## src/rtl/nibble_serial_adder_ctrl_if.sv

```systemverilog
`default_nettype none
// ============================================================================
// Module      : nibble_serial_adder_ctrl_if
// Description : Bundle of the upstream operand handshake, the downstream result
//               handshake and the connection to the external 4-bit adder.
//               slave  - the sequencer side
//               master - the environment side (producer, consumer, adder)
// Ports       : in_valid/in_ready/op_a/op_b/op_cin      upstream handshake
//               out_valid/out_ready/result/result_carry  downstream handshake
//               add_a/add_b/add_c -> adder, add_sum/add_carry <- adder
// Revision    : 1.0 - initial release
// ============================================================================
interface nibble_serial_adder_ctrl_if #(
  parameter int WIDTH = 16
);
  logic             in_valid;
  logic             in_ready;
  logic [WIDTH-1:0] op_a;
  logic [WIDTH-1:0] op_b;
  logic             op_cin;
  logic [3:0]       add_a;
  logic [3:0]       add_b;
  logic             add_c;
  logic [3:0]       add_sum;
  logic             add_carry;
  logic             out_valid;
  logic             out_ready;
  logic [WIDTH-1:0] result;
  logic             result_carry;

  modport slave (
    input  in_valid, op_a, op_b, op_cin, add_sum, add_carry, out_ready,
    output in_ready, add_a, add_b, add_c, out_valid, result, result_carry
  );

  modport master (
    output in_valid, op_a, op_b, op_cin, add_sum, add_carry, out_ready,
    input  in_ready, add_a, add_b, add_c, out_valid, result, result_carry
  );
endinterface
`default_nettype wire

```

## src/rtl/nibble_serial_adder_ctrl.sv

```systemverilog
`default_nettype none
// ============================================================================
// Module      : nibble_serial_adder_ctrl
// Description : Adds two WIDTH-bit operands through one external combinational
//               4-bit adder, one nibble per clock, LSB nibble first. The carry
//               between nibbles is chained through an internal register.
// Ports       : clk  - rising-edge clock
//               rst  - synchronous active-high reset
//               bus  - nibble_serial_adder_ctrl_if.slave (operand handshake,
//                      result handshake, external adder connection)
// Revision    : 1.0 - initial release
// ============================================================================
module nibble_serial_adder_ctrl #(
  parameter int WIDTH = 16
) (
  input  logic                        clk,
  input  logic                        rst,
  nibble_serial_adder_ctrl_if.slave   bus
);

  localparam int NIBBLES = WIDTH / 4;
  localparam int IDX_W   = (NIBBLES > 1) ? $clog2(NIBBLES) : 1;
  localparam logic [IDX_W-1:0] LAST_IDX = IDX_W'(NIBBLES - 1);

  localparam logic [1:0] S_IDLE = 2'd0;
  localparam logic [1:0] S_RUN  = 2'd1;
  localparam logic [1:0] S_DONE = 2'd2;

  logic [1:0]       state;
  logic [WIDTH-1:0] a_reg;
  logic [WIDTH-1:0] b_reg;
  logic             carry_reg;
  logic [IDX_W-1:0] idx;
  logic [WIDTH-1:0] result_reg;
  logic             result_carry_reg;

  // Handshake flags are pure state decodes, so reset alone yields in_ready=1,
  // out_valid=0 without any extra registers.
  always_comb begin
    bus.in_ready     = (state == S_IDLE);
    bus.out_valid    = (state == S_DONE);
    bus.result       = result_reg;
    bus.result_carry = result_carry_reg;
  end

  // Adder inputs are forced to zero outside RUN so the external adder sees a
  // quiet, known value whenever no nibble is in flight.
  always_comb begin
    bus.add_a = 4'd0;
    bus.add_b = 4'd0;
    bus.add_c = 1'b0;
    if (state == S_RUN) begin
      bus.add_a = a_reg[idx*4 +: 4];
      bus.add_b = b_reg[idx*4 +: 4];
      bus.add_c = carry_reg;
    end
  end

  always_ff @(posedge clk) begin
    if (rst) begin
      state            <= S_IDLE;
      a_reg            <= '0;
      b_reg            <= '0;
      carry_reg        <= 1'b0;
      idx              <= '0;
      result_reg       <= '0;
      result_carry_reg <= 1'b0;
    end else begin
      case (state)
        S_IDLE: begin
          if (bus.in_valid) begin
            a_reg      <= bus.op_a;
            b_reg      <= bus.op_b;
            carry_reg  <= bus.op_cin;
            idx        <= '0;
            result_reg <= '0;
            state      <= S_RUN;
          end
        end

        S_RUN: begin
          result_reg[idx*4 +: 4] <= bus.add_sum;
          carry_reg              <= bus.add_carry;
          if (idx == LAST_IDX) begin
            result_carry_reg <= bus.add_carry;
            idx              <= '0;
            state            <= S_DONE;
          end else begin
            idx <= idx + IDX_W'(1);
          end
        end

        S_DONE: begin
          if (bus.out_ready) begin
            state <= S_IDLE;
          end
        end

        default: state <= S_IDLE;
      endcase
    end
  end

endmodule
`default_nettype wire

```

## src/flat_wrapper.sv

```systemverilog
// flat-port wrapper written by rule: the top's interface ports become plain ports
module nibble_serial_adder_ctrl_flat 
#(
  parameter int WIDTH = 16
)
  (clk, rst, bus_in_valid, bus_op_a, bus_op_b, bus_op_cin, bus_add_sum, bus_add_carry, bus_out_ready, bus_in_ready, bus_add_a, bus_add_b, bus_add_c, bus_out_valid, bus_result, bus_result_carry);
  nibble_serial_adder_ctrl_if #(.WIDTH(WIDTH)) bus_i ();
  input  logic clk;
  input  logic rst;
  input wire logic [$bits(bus_i.in_valid)-1:0] bus_in_valid;
  input wire logic [$bits(bus_i.op_a)-1:0] bus_op_a;
  input wire logic [$bits(bus_i.op_b)-1:0] bus_op_b;
  input wire logic [$bits(bus_i.op_cin)-1:0] bus_op_cin;
  input wire logic [$bits(bus_i.add_sum)-1:0] bus_add_sum;
  input wire logic [$bits(bus_i.add_carry)-1:0] bus_add_carry;
  input wire logic [$bits(bus_i.out_ready)-1:0] bus_out_ready;
  output wire logic [$bits(bus_i.in_ready)-1:0] bus_in_ready;
  output wire logic [$bits(bus_i.add_a)-1:0] bus_add_a;
  output wire logic [$bits(bus_i.add_b)-1:0] bus_add_b;
  output wire logic [$bits(bus_i.add_c)-1:0] bus_add_c;
  output wire logic [$bits(bus_i.out_valid)-1:0] bus_out_valid;
  output wire logic [$bits(bus_i.result)-1:0] bus_result;
  output wire logic [$bits(bus_i.result_carry)-1:0] bus_result_carry;
  assign bus_i.in_valid = bus_in_valid;
  assign bus_i.op_a = bus_op_a;
  assign bus_i.op_b = bus_op_b;
  assign bus_i.op_cin = bus_op_cin;
  assign bus_i.add_sum = bus_add_sum;
  assign bus_i.add_carry = bus_add_carry;
  assign bus_i.out_ready = bus_out_ready;
  assign bus_in_ready = bus_i.in_ready;
  assign bus_add_a = bus_i.add_a;
  assign bus_add_b = bus_i.add_b;
  assign bus_add_c = bus_i.add_c;
  assign bus_out_valid = bus_i.out_valid;
  assign bus_result = bus_i.result;
  assign bus_result_carry = bus_i.result_carry;
  nibble_serial_adder_ctrl #(.WIDTH(WIDTH)) u_core (.clk(clk), .rst(rst), .bus(bus_i));
endmodule
```

## config.mk

```make
export PLATFORM = sky130hd
export DESIGN_NAME = nibble_serial_adder_ctrl_flat
export DESIGN_NICKNAME = d
export VERILOG_FILES = /design/src/rtl/nibble_serial_adder_ctrl_if.sv /design/src/rtl/nibble_serial_adder_ctrl.sv /design/src/flat_wrapper.sv
export SDC_FILE = /design/constraint.sdc
export NUM_CORES = 1
export LEC_CHECK = 0
export ABC_AREA = 1
export CORE_MARGIN = 2
export CORE_UTILIZATION = 50
export DETAILED_ROUTE_END_ITERATION = 10
export PLACE_DENSITY = 0.88
export SKIP_LAST_GASP = 1
export SYNTH_ARGS = -nofsm -noshare
export SYNTH_HDL_FRONTEND = slang
export SYNTH_SLANG_ARGS = --single-unit
export TNS_END_PERCENT = 10
```

## constraint.sdc

```tcl
create_clock -name clk -period 4.95 [get_ports clk]
set_input_delay 0.495 -clock clk [delete_from_list [all_inputs] [get_ports clk]]
set_output_delay 0.495 -clock clk [all_outputs]
set_load 0.03 [all_outputs]
```

### Word-level counts from Yosys, hierarchy flattened

Index checks and enable logic that the tools add are counted.

* equality and inequality tests: 6
* multiplexer cells: 15
* shifts and indexed selects: 4
* reductions and logical operators: 6
* add/subtract/negate cells: 2

Operators by type and width (count)
* negator 4 -> 34 bit: 1
* variable shift 4 x 34 -> 16 bit (first input constant): 1
* indexed part select 4 x 34 -> 16 bit: 1
* case mux 16 bit (2 select lines): 1
* indexed part select 16 x 5 -> 4 bit: 2
* bitwise mux 16 bit: 1
* 2-to-1 mux 16 bit: 1
* 2-to-1 mux 2 bit: 5
* 2-to-1 mux 4 bit: 2
* != test 2 bit (second input constant): 3
* case mux 2 bit (3 select lines): 1
* AND reduction 2 bit: 3
* == test 2 bit (second input constant): 2
* case mux 2 bit (2 select lines): 1
* AND reduction 3 bit: 1
* adder 2 x 1 -> 2 bit (second input constant): 1
* == test 2 x 1 -> 1 bit (second input constant): 1
* zero test 2 bit: 1
* 2-to-1 mux 1 bit: 2
* case mux 1 bit (2 select lines): 1
* nonzero test 2 bit: 1

* logic and storage cells: 40
* bits in registers: 54
* output and inout port bits: 28
* input bits: 42

### Logic depth before layout (Yosys ltp)

Gate-level depths: netlist of run 1.

* depth in word-level cells: 4
* mapped depth: 8
* depth with buffers taken out: 7

### Least setup slack after synthesis of run 1

Ideal clock, no wire load.

* kind: reg2out
* from: reg u_core.idx[1]
* to: out bus_add_a[0]
* buffers on the path: 1
* stages on the path, launching flop included: 6
* arrival: 1.427 ns
* path slack: 3.028 ns
* data required time: 4.455 ns
* cells stage by stage: dfxtp_1 > buf_4 > clkinv_1 > nor2_1 > o21ai_0 > a21oi_1

* word-level cells in the longest chain between the ends: 2

RTL lines
* start, declared: RTL line nibble_serial_adder_ctrl.sv:33 `logic [IDX_W-1:0] idx;`
* start signal, assigned: RTL line nibble_serial_adder_ctrl.sv:89 `idx <= idx + IDX_W'(1);`
* indexed part select 16 x 5 -> 4 bit: RTL line nibble_serial_adder_ctrl.sv:53 `bus.add_a = a_reg[idx*4 +: 4];`
* 2-to-1 mux 4 bit: RTL line nibble_serial_adder_ctrl.sv:52 `if (state == S_RUN) begin`
* end, declared: RTL line flat_wrapper.sv:18 `output wire logic [$bits(bus_i.add_a)-1:0] bus_add_a;`

Every way passes these cells.

### Final worst setup path of run 1

* from: reg u_core.idx[1]
* to: out bus_add_b[2]

* word-level cells in the longest chain between the ends: 2

RTL lines
* indexed part select 16 x 5 -> 4 bit: RTL line nibble_serial_adder_ctrl.sv:54 `bus.add_b = b_reg[idx*4 +: 4];`
* 2-to-1 mux 4 bit: RTL line nibble_serial_adder_ctrl.sv:52
* end, declared: RTL line flat_wrapper.sv:19 `output wire logic [$bits(bus_i.add_b)-1:0] bus_add_b;`

Every way passes these cells.

==> impl_results.md, run 1 <==
* Data required time of the worst path at 4.45 ns
* Leakage power summed over all cells at 0.00126 uW
* Final Critical Period at 2.99 ns
* Row cnt at 25
* Post-synth net total at 403
* Multiplexer share of the synthesized area at 0%
* DRT iter0 DRCs at 262
* Average vias per placed instance at 5.13
* Critical-path maximum fanout at 13
* Final TNS setup at 0 ns
* Combinational family with the most area after synthesis: simple AND/OR/NAND/NOR gates
* Tot GR Track Use at 24.0%
* Post-synthesis compound-gate area fraction at 15.8%
* Post-CTS Hold Fix Bufs at 0
* Unrepaired setup endpoints after global routing: false
* Gate Count Post-Synth at 355
* Ordered list of cells on the worst path: clkinv_1, nor2_1, o21ai_0, a21oi_1, clkdlybuf4s50_1
* Post-Place Cells at 473
* CTS Sinks at 54
* Synthesized-area fraction occupied by and/or/nand/nor cells at 28.9%
* Total Die Area at 0.00553 sq mm
* Port-buffer cells at 69
* Count of cell types in the netlist at 19
* Die Ht at 74.4 um
* Clock edge transition at the registers on the reported setup and hold paths at 0.10 ns
* Total of max-cap violations at 0
* Ratio of cells with drive above 1 in the final layout at 3.86%
* Antenna fix cells at 0
* CTS resizes at 0
* Warnings, synthesis at 0
* Worst-case vdd ir drop at 0.159 mV
* Commonest cells after routing, fill and taps aside: sky130_fd_sc_hd__nor2_1 (96), sky130_fd_sc_hd__clkdlybuf4s50_1 (69), sky130_fd_sc_hd__dfxtp_1 (54)
* Slew Limit Fails at 0
* Min-delay worst type: flip-flop to flip-flop
* Slew HR at 46.8%
* Initial antenna violation count at 0
* Clock skew after layout at 0.00608 ns
* Total iterations of the first detailed-routing run at 5
* Area growth from synthesis to layout at 30.2%
* Kind of critical path: flip-flop to output port
* Syn avg cell area at 6.98 sq um
* Buffer type at the clock tree root: sky130_fd_sc_hd__clkbuf_8
* Footprint of the flip-flops and latches at 0.00108 sq mm
* Post-route fraction of the period consumed by the critical path at 60.4%
* Number of top-level design ports at 70
* Post-route DRC at 0
* Maximum number of pins on one net before global-route repair at 59
* Initial core utilization at 52.1%
* CTS tree: done
* Total length of routed wires at 6320 um
* Die boundary width at 74.4 um
* Netlist Area Pre-Place at 0.00248 sq mm
* Synth Area in XOR/XNOR at 0%
* Top achievable clock speed at 335 MHz
* Insertion delay of the later-clocked pin in the worst-skew pair at 0.31 ns
* FILL cells at 426
* Endpoints failing hold at 0
* Setup bufs post-CTS at 0
* Antenna-violating nets left at 0
* Post-route insts no fill at 481
* Vias in the first global route at 2,258
* CP max stage delay at 0.70 ns
* Endpoint kind of the worst setup timing path: output port
* Arr. time, crit path at 2.49 ns
* Final-stage net count at 461
* Final setup violation count at 0
* Num CTS Buffers at 5
* Buffers and inverters on the worst path at 2
* CP startpoint kind: flip-flop
* Area used by multi-input combinational logic at 0.00118 sq mm
* Number of H-tree levels at 2
* Mean routed wirelength per cell at 13.1 um
* Core ar. at 0.00475 sq mm
* Buffer levels on the longest clock path at 2
* Count of state elements after synthesis at 54
* Overflow left after global routing at 0
* Cell family contributing the most delay on the critical path: buffers and inverters
* Areal power density over the cells at 279 mW/mm^2
* Total half-perimeter wirelength after legalization and detailed placement at 4450 um
* Outcome: finished, final reports clean
* Transition time of the tightest slew-check pin at 0.796 ns
* Most common cell after layout, fill and taps aside: sky130_fd_sc_hd__nor2_1
* Wire length of the first global-routing pass at 10,300 um
* Final weighted congestion in routability-driven placement at 0.941
* Adder-Cell Fraction of Synth Area at 3.03%
* Slowest stage cell, crit path: sky130_fd_sc_hd__clkdlybuf4s50_1
* Sequential-to-total area share from yosys stat at 43.7%
* Via count at 2,469
* Post-route core utilization at 67.8%
[final cells by class]
class | count | share of cell area [%]
clock inverter | 3 | 0.660
sequential | 54 | 33.5
clock buffer | 5 | 2.14
inverter | 24 | 2.80
tap | 67 | 2.60
timing repair buffer | 70 | 21.7
multi-input combinational | 258 | 36.6
[path summary, 6_finish.rpt]
path / cells past startpoint / from / slack, ns / end
worst max register to register: 6 / u_core.idx[1] / 2.79 / u_core.bus.result[7]
worst min-delay path: 2 / u_core.b_reg[5] / 0.46 / u_core.b_reg[5]
worst max-delay path: 5 / u_core.idx[1] / 1.96 / bus_add_b[2]
worst min register to register: 2 / u_core.b_reg[5] / 0.46 / u_core.b_reg[5]
[cell families (layout without fill, tap and decap cells)]
logic type               Yosys count  after routing
AND/OR/NAND/NOR                  174            174
AO/OA/AOI/OAI                     78             78
flip-flops                        54             54
buffers and inverters             43            102
adder cells (fa/ha/maj)            6              6
[routing by layer]
layer  share of wire (%)  wire, um  GRT usage [%]
met5                   0         0              0
met4                 1.4        88           9.13
met2                  47      3000           38.6
met3                 6.0       379           3.93
met1                  45      2860           32.3
[where the power goes]
group / switching [uW] / internal (uW) / total [uW]
clock network: 146 / 99.7 / 246
registers: 15.3 / 461 / 476
logic: 103 / 73.8 / 177
total: 264 / 634 / 899
[cells in the mapped netlist]
master | instances | area (sq um)
sky130_fd_sc_hd__nand2_1 | 48 | 180
sky130_fd_sc_hd__ha_1 | 6 | 75.1
sky130_fd_sc_hd__inv_2 | 2 | 7.51
sky130_fd_sc_hd__nand3_1 | 25 | 125
sky130_fd_sc_hd__nand3_2 | 2 | 20.0
sky130_fd_sc_hd__o21ai_0 | 34 | 170
sky130_fd_sc_hd__buf_2 | 4 | 20.0
sky130_fd_sc_hd__clkinv_1 | 1 | 3.75
sky130_fd_sc_hd__nor2_1 | 96 | 360
sky130_fd_sc_hd__a21oi_1 | 37 | 185
sky130_fd_sc_hd__nand2_4 | 1 | 11.3
sky130_fd_sc_hd__clkbuf_1 | 7 | 26.3
sky130_fd_sc_hd__nor2_2 | 1 | 6.26
sky130_fd_sc_hd__dfxtp_1 | 54 | 1080
sky130_fd_sc_hd__nor2_4 | 1 | 11.3
sky130_fd_sc_hd__buf_6 | 5 | 56.3
sky130_fd_sc_hd__inv_1 | 21 | 78.8
sky130_fd_sc_hd__buf_4 | 3 | 22.5
sky130_fd_sc_hd__o21ai_1 | 7 | 35.0
[per-stage QoR]
stage	instance area [sq um]	total power [uW]	hold WS (ns)	worst slack, ns
floorplan	2480	597	0.429	3.03
global placement	3130	658	0.442	2.37
detailed placement	3130	661	0.452	2.33
finish	3220	899	0.462	1.96
global route	3220	946	0.494	1.81
CTS	3220	899	0.466	1.98
[worst register-to-register path: stages (launching register included)]
cell                       delay, ns
sky130_fd_sc_hd__dfxtp_1        0.57
sky130_fd_sc_hd__clkinv_1       0.42
sky130_fd_sc_hd__ha_1           0.50
sky130_fd_sc_hd__inv_1          0.12
sky130_fd_sc_hd__nor2_1         0.24
sky130_fd_sc_hd__nand2_1        0.09
sky130_fd_sc_hd__a21oi_1        0.13
(Power assumes the default switching activity.)
==> run 2: changes to the inputs <==
--- a/config.mk
+++ b/config.mk
@@ -7,9 +7,9 @@
 export LEC_CHECK = 0
 export ABC_AREA = 1
 export CORE_MARGIN = 2
-export CORE_UTILIZATION = 50
+export CORE_UTILIZATION = 47
 export DETAILED_ROUTE_END_ITERATION = 10
-export PLACE_DENSITY = 0.88
+export PLACE_DENSITY = 0.84
 export SKIP_LAST_GASP = 1
 export SYNTH_ARGS = -nofsm -noshare
 export SYNTH_HDL_FRONTEND = slang
==> constraint.sdc (replaced) <==
create_clock -name clk -period 2.8 [get_ports clk]
set_input_delay 0.28 -clock clk [delete_from_list [all_inputs] [get_ports clk]]
set_output_delay 0.28 -clock clk [all_outputs]
set_load 0.03 [all_outputs]
==> impl_results.md, run 2 (synthesized netlist as in run 1, its figures left out) <==
* Final-stage net count at 464 (+0.65%)
* Slowest stage cell, crit path: sky130_fd_sc_hd__clkdlybuf4s50_1
* Post-layout worst setup margin at 0.233 ns (-1.73 ns)
* Final TNS setup at 0 ns (unchanged)
* Commonest cells after routing, fill and taps aside: sky130_fd_sc_hd__nor2_1 (96), sky130_fd_sc_hd__clkdlybuf4s50_1 (69), sky130_fd_sc_hd__dfxtp_1 (54)
* Maximum number of pins on one net before global-route repair at 59 (unchanged)
* Initial core utilization at 48.5% (-3.6 points)
* Vias in the first global route at 2,357 (+4.4%)
* Via count at 2,516 (+1.9%)
* CP startpoint kind: flip-flop
* Outcome: finished, final reports clean
* Data required time of the worst path at 2.52 ns (-1.93 ns)
* Critical-path maximum fanout at 24 (+11)
* CTS tree: done
* Core ar. at 0.00511 sq mm (+7.4%)
* Total of max-cap violations at 0 (unchanged)
* Endpoints failing hold at 0 (unchanged)
* Number of top-level design ports at 70 (unchanged)
* Num CTS Buffers at 5 (unchanged)
* Die Ht at 76.6 um (+3.0%)
* Initial antenna violation count at 0 (unchanged)
* Worst hold margin at 0.462 ns (-0.000676 ns)
* Unrepaired setup endpoints after global routing: false
* Port-buffer cells at 69 (unchanged)
* Most prevalent standard cell on the critical path: sky130_fd_sc_hd__nor2_1
* Min-delay worst type: flip-flop to flip-flop
* Wire length of the first global-routing pass at 10,700 um (+4.1%)
* Number of H-tree levels at 2 (unchanged)
* Total half-perimeter wirelength after legalization and detailed placement at 4420 um (-0.81%)
* Antenna fix cells at 0 (unchanged)
* CTS Sinks at 54 (unchanged)
* Mean routed wirelength per cell at 13.1 um (-0.64%)
* Total length of routed wires at 6360 um (+0.60%)
* Setup bufs post-CTS at 0 (unchanged)
* Kind of critical path: flip-flop to output port
* Post-route fraction of the period consumed by the critical path at 91.7%
* Arr. time, crit path at 2.29 ns (-0.20 ns)
* Tot GR Track Use at 22.2% (-1.7 points)
* Most common cell after layout, fill and taps aside: sky130_fd_sc_hd__nor2_1
* Slew Limit Fails at 0 (unchanged)
* Total Die Area at 0.00587 sq mm (+6.0%)
* Post-route DRC at 0 (unchanged)
* Top achievable clock speed at 390 MHz
* Buffer type at the clock tree root: sky130_fd_sc_hd__clkbuf_8
* Clock edge transition at the registers on the reported setup and hold paths at 0.09 ns (about the same)
* Post-CTS Hold Fix Bufs at 0 (unchanged)
* DRT iter0 DRCs at 186 (-29%)
* Clock skew after layout at 0.00227 ns (-0.00380 ns)
* Leakage power summed over all cells at 0.00128 uW (+1.8%)
* Total iterations of the first detailed-routing run at 5 (unchanged)
* Overflow left after global routing at 0 (unchanged)
* Area growth from synthesis to layout at 32.0%
* Final weighted congestion in routability-driven placement at 0.889 (-5.5%)
* Final setup violation count at 0 (unchanged)
* Row cnt at 26 (+4.0%)
* Die boundary width at 76.6 um (+3.0%)
* Average vias per placed instance at 5.17 (+0.65%)
* Areal power density over the cells at 512 mW/mm^2 (+84%)
* Worst-case vdd ir drop at 0.331 mV (+110%)
* CP max stage delay at 0.70 ns (about the same)
* Cell family contributing the most delay on the critical path: buffers and inverters
* Final Critical Period at 2.57 ns
* Worst-case setup slack after placement at 0.613 ns (-1.72 ns)
* Endpoint kind of the worst setup timing path: output port
* Buffers and inverters on the worst path at 2 (unchanged)
* Transition time of the tightest slew-check pin at 0.540 ns (-0.256 ns)
* Ratio of cells with drive above 1 in the final layout at 4.32% (+0.45 points)
* Slew HR at 64.0% (+17 points)
* Insertion delay of the later-clocked pin in the worst-skew pair at 0.31 ns (about the same)
* Antenna-violating nets left at 0 (unchanged)
* CTS resizes at 0 (unchanged)
* Ordered list of cells on the worst path: buf_4, nor2_1, nor2_1, o21ai_0, a21oi_1, clkdlybuf4s50_1
* Buffer levels on the longest clock path at 2 (unchanged)
## run 2: changes by cell type in the layout (fill, tap and decap cells not counted)
cell,delta
sky130_fd_sc_hd__buf_4,+3
sky130_fd_sc_hd__bufinv_16,+1
sky130_fd_sc_hd__clkinv_2,-1
sky130_fd_sc_hd__clkinv_4,-1
sky130_fd_sc_hd__clkbuf_1,+1
## run 2: worst reg2reg max path: stages (launching register included)
cell and delay (ns):
sky130_fd_sc_hd__dfxtp_1 0.51, sky130_fd_sc_hd__inv_1 0.33, sky130_fd_sc_hd__ha_1 0.46, sky130_fd_sc_hd__inv_1 0.11, sky130_fd_sc_hd__nor2_1 0.22, sky130_fd_sc_hd__nand2_1 0.09, sky130_fd_sc_hd__a21oi_1 0.12
## run 2: area by class of cell
class	count	area, sq um
fillers	459	1840
multi-input cells	258	1180
flip-flops and latches	54	1080
repair buffers	73	721
inverters	24	90.1
well taps	70	87.6
clock buffers	6	72.6
clock inverters	2	37.5
## run 2: report_power, final
| part | leakage (uW) | switching [uW] | internal [uW] | total, uW |
|---|---|---|---|---|
| combinational | 0.000783 | 180 | 132 | 312 |
| clock | 0.0000514 | 253 | 267 | 520 |
| sequential | 0.000444 | 27.6 | 814 | 842 |
| total | 0.00128 | 461 | 1210 | 1670 |
## run 2: path summary, 6_finish.rpt
path	cells after the start	to	start	slack, ns
max	6	bus_add_b[1]	u_core.idx[0]	0.23
min	2	u_core.a_reg[6]	u_core.a_reg[6]	0.46
max reg2reg	6	u_core.bus.result[4]	u_core.idx[0]	0.90
min reg2reg	2	u_core.a_reg[6]	u_core.a_reg[6]	0.46
## run 2: metrics by stage
step | cell area, sq um | cells | util, % | total power [uW]
floorplan | 2480 | 355 | - | 1050
global placement | 3160 | 479 | 61.9 | 1160
detailed placement | 3160 | 479 | 61.9 | 1170
CTS | 3270 | 487 | 64.0 | 1680
global route | 3270 | 487 | 64.0 | 1750
finish | 3270 | 487 | 64.0 | 1670
## run 2: routing by layer
layer | GRT usage (%) | part of all wire [%]
met5 | 0 | 0
met4 | 8.18 | 1.7
met3 | 5.21 | 6.9
met2 | 36.6 | 48
met1 | 28.3 | 44
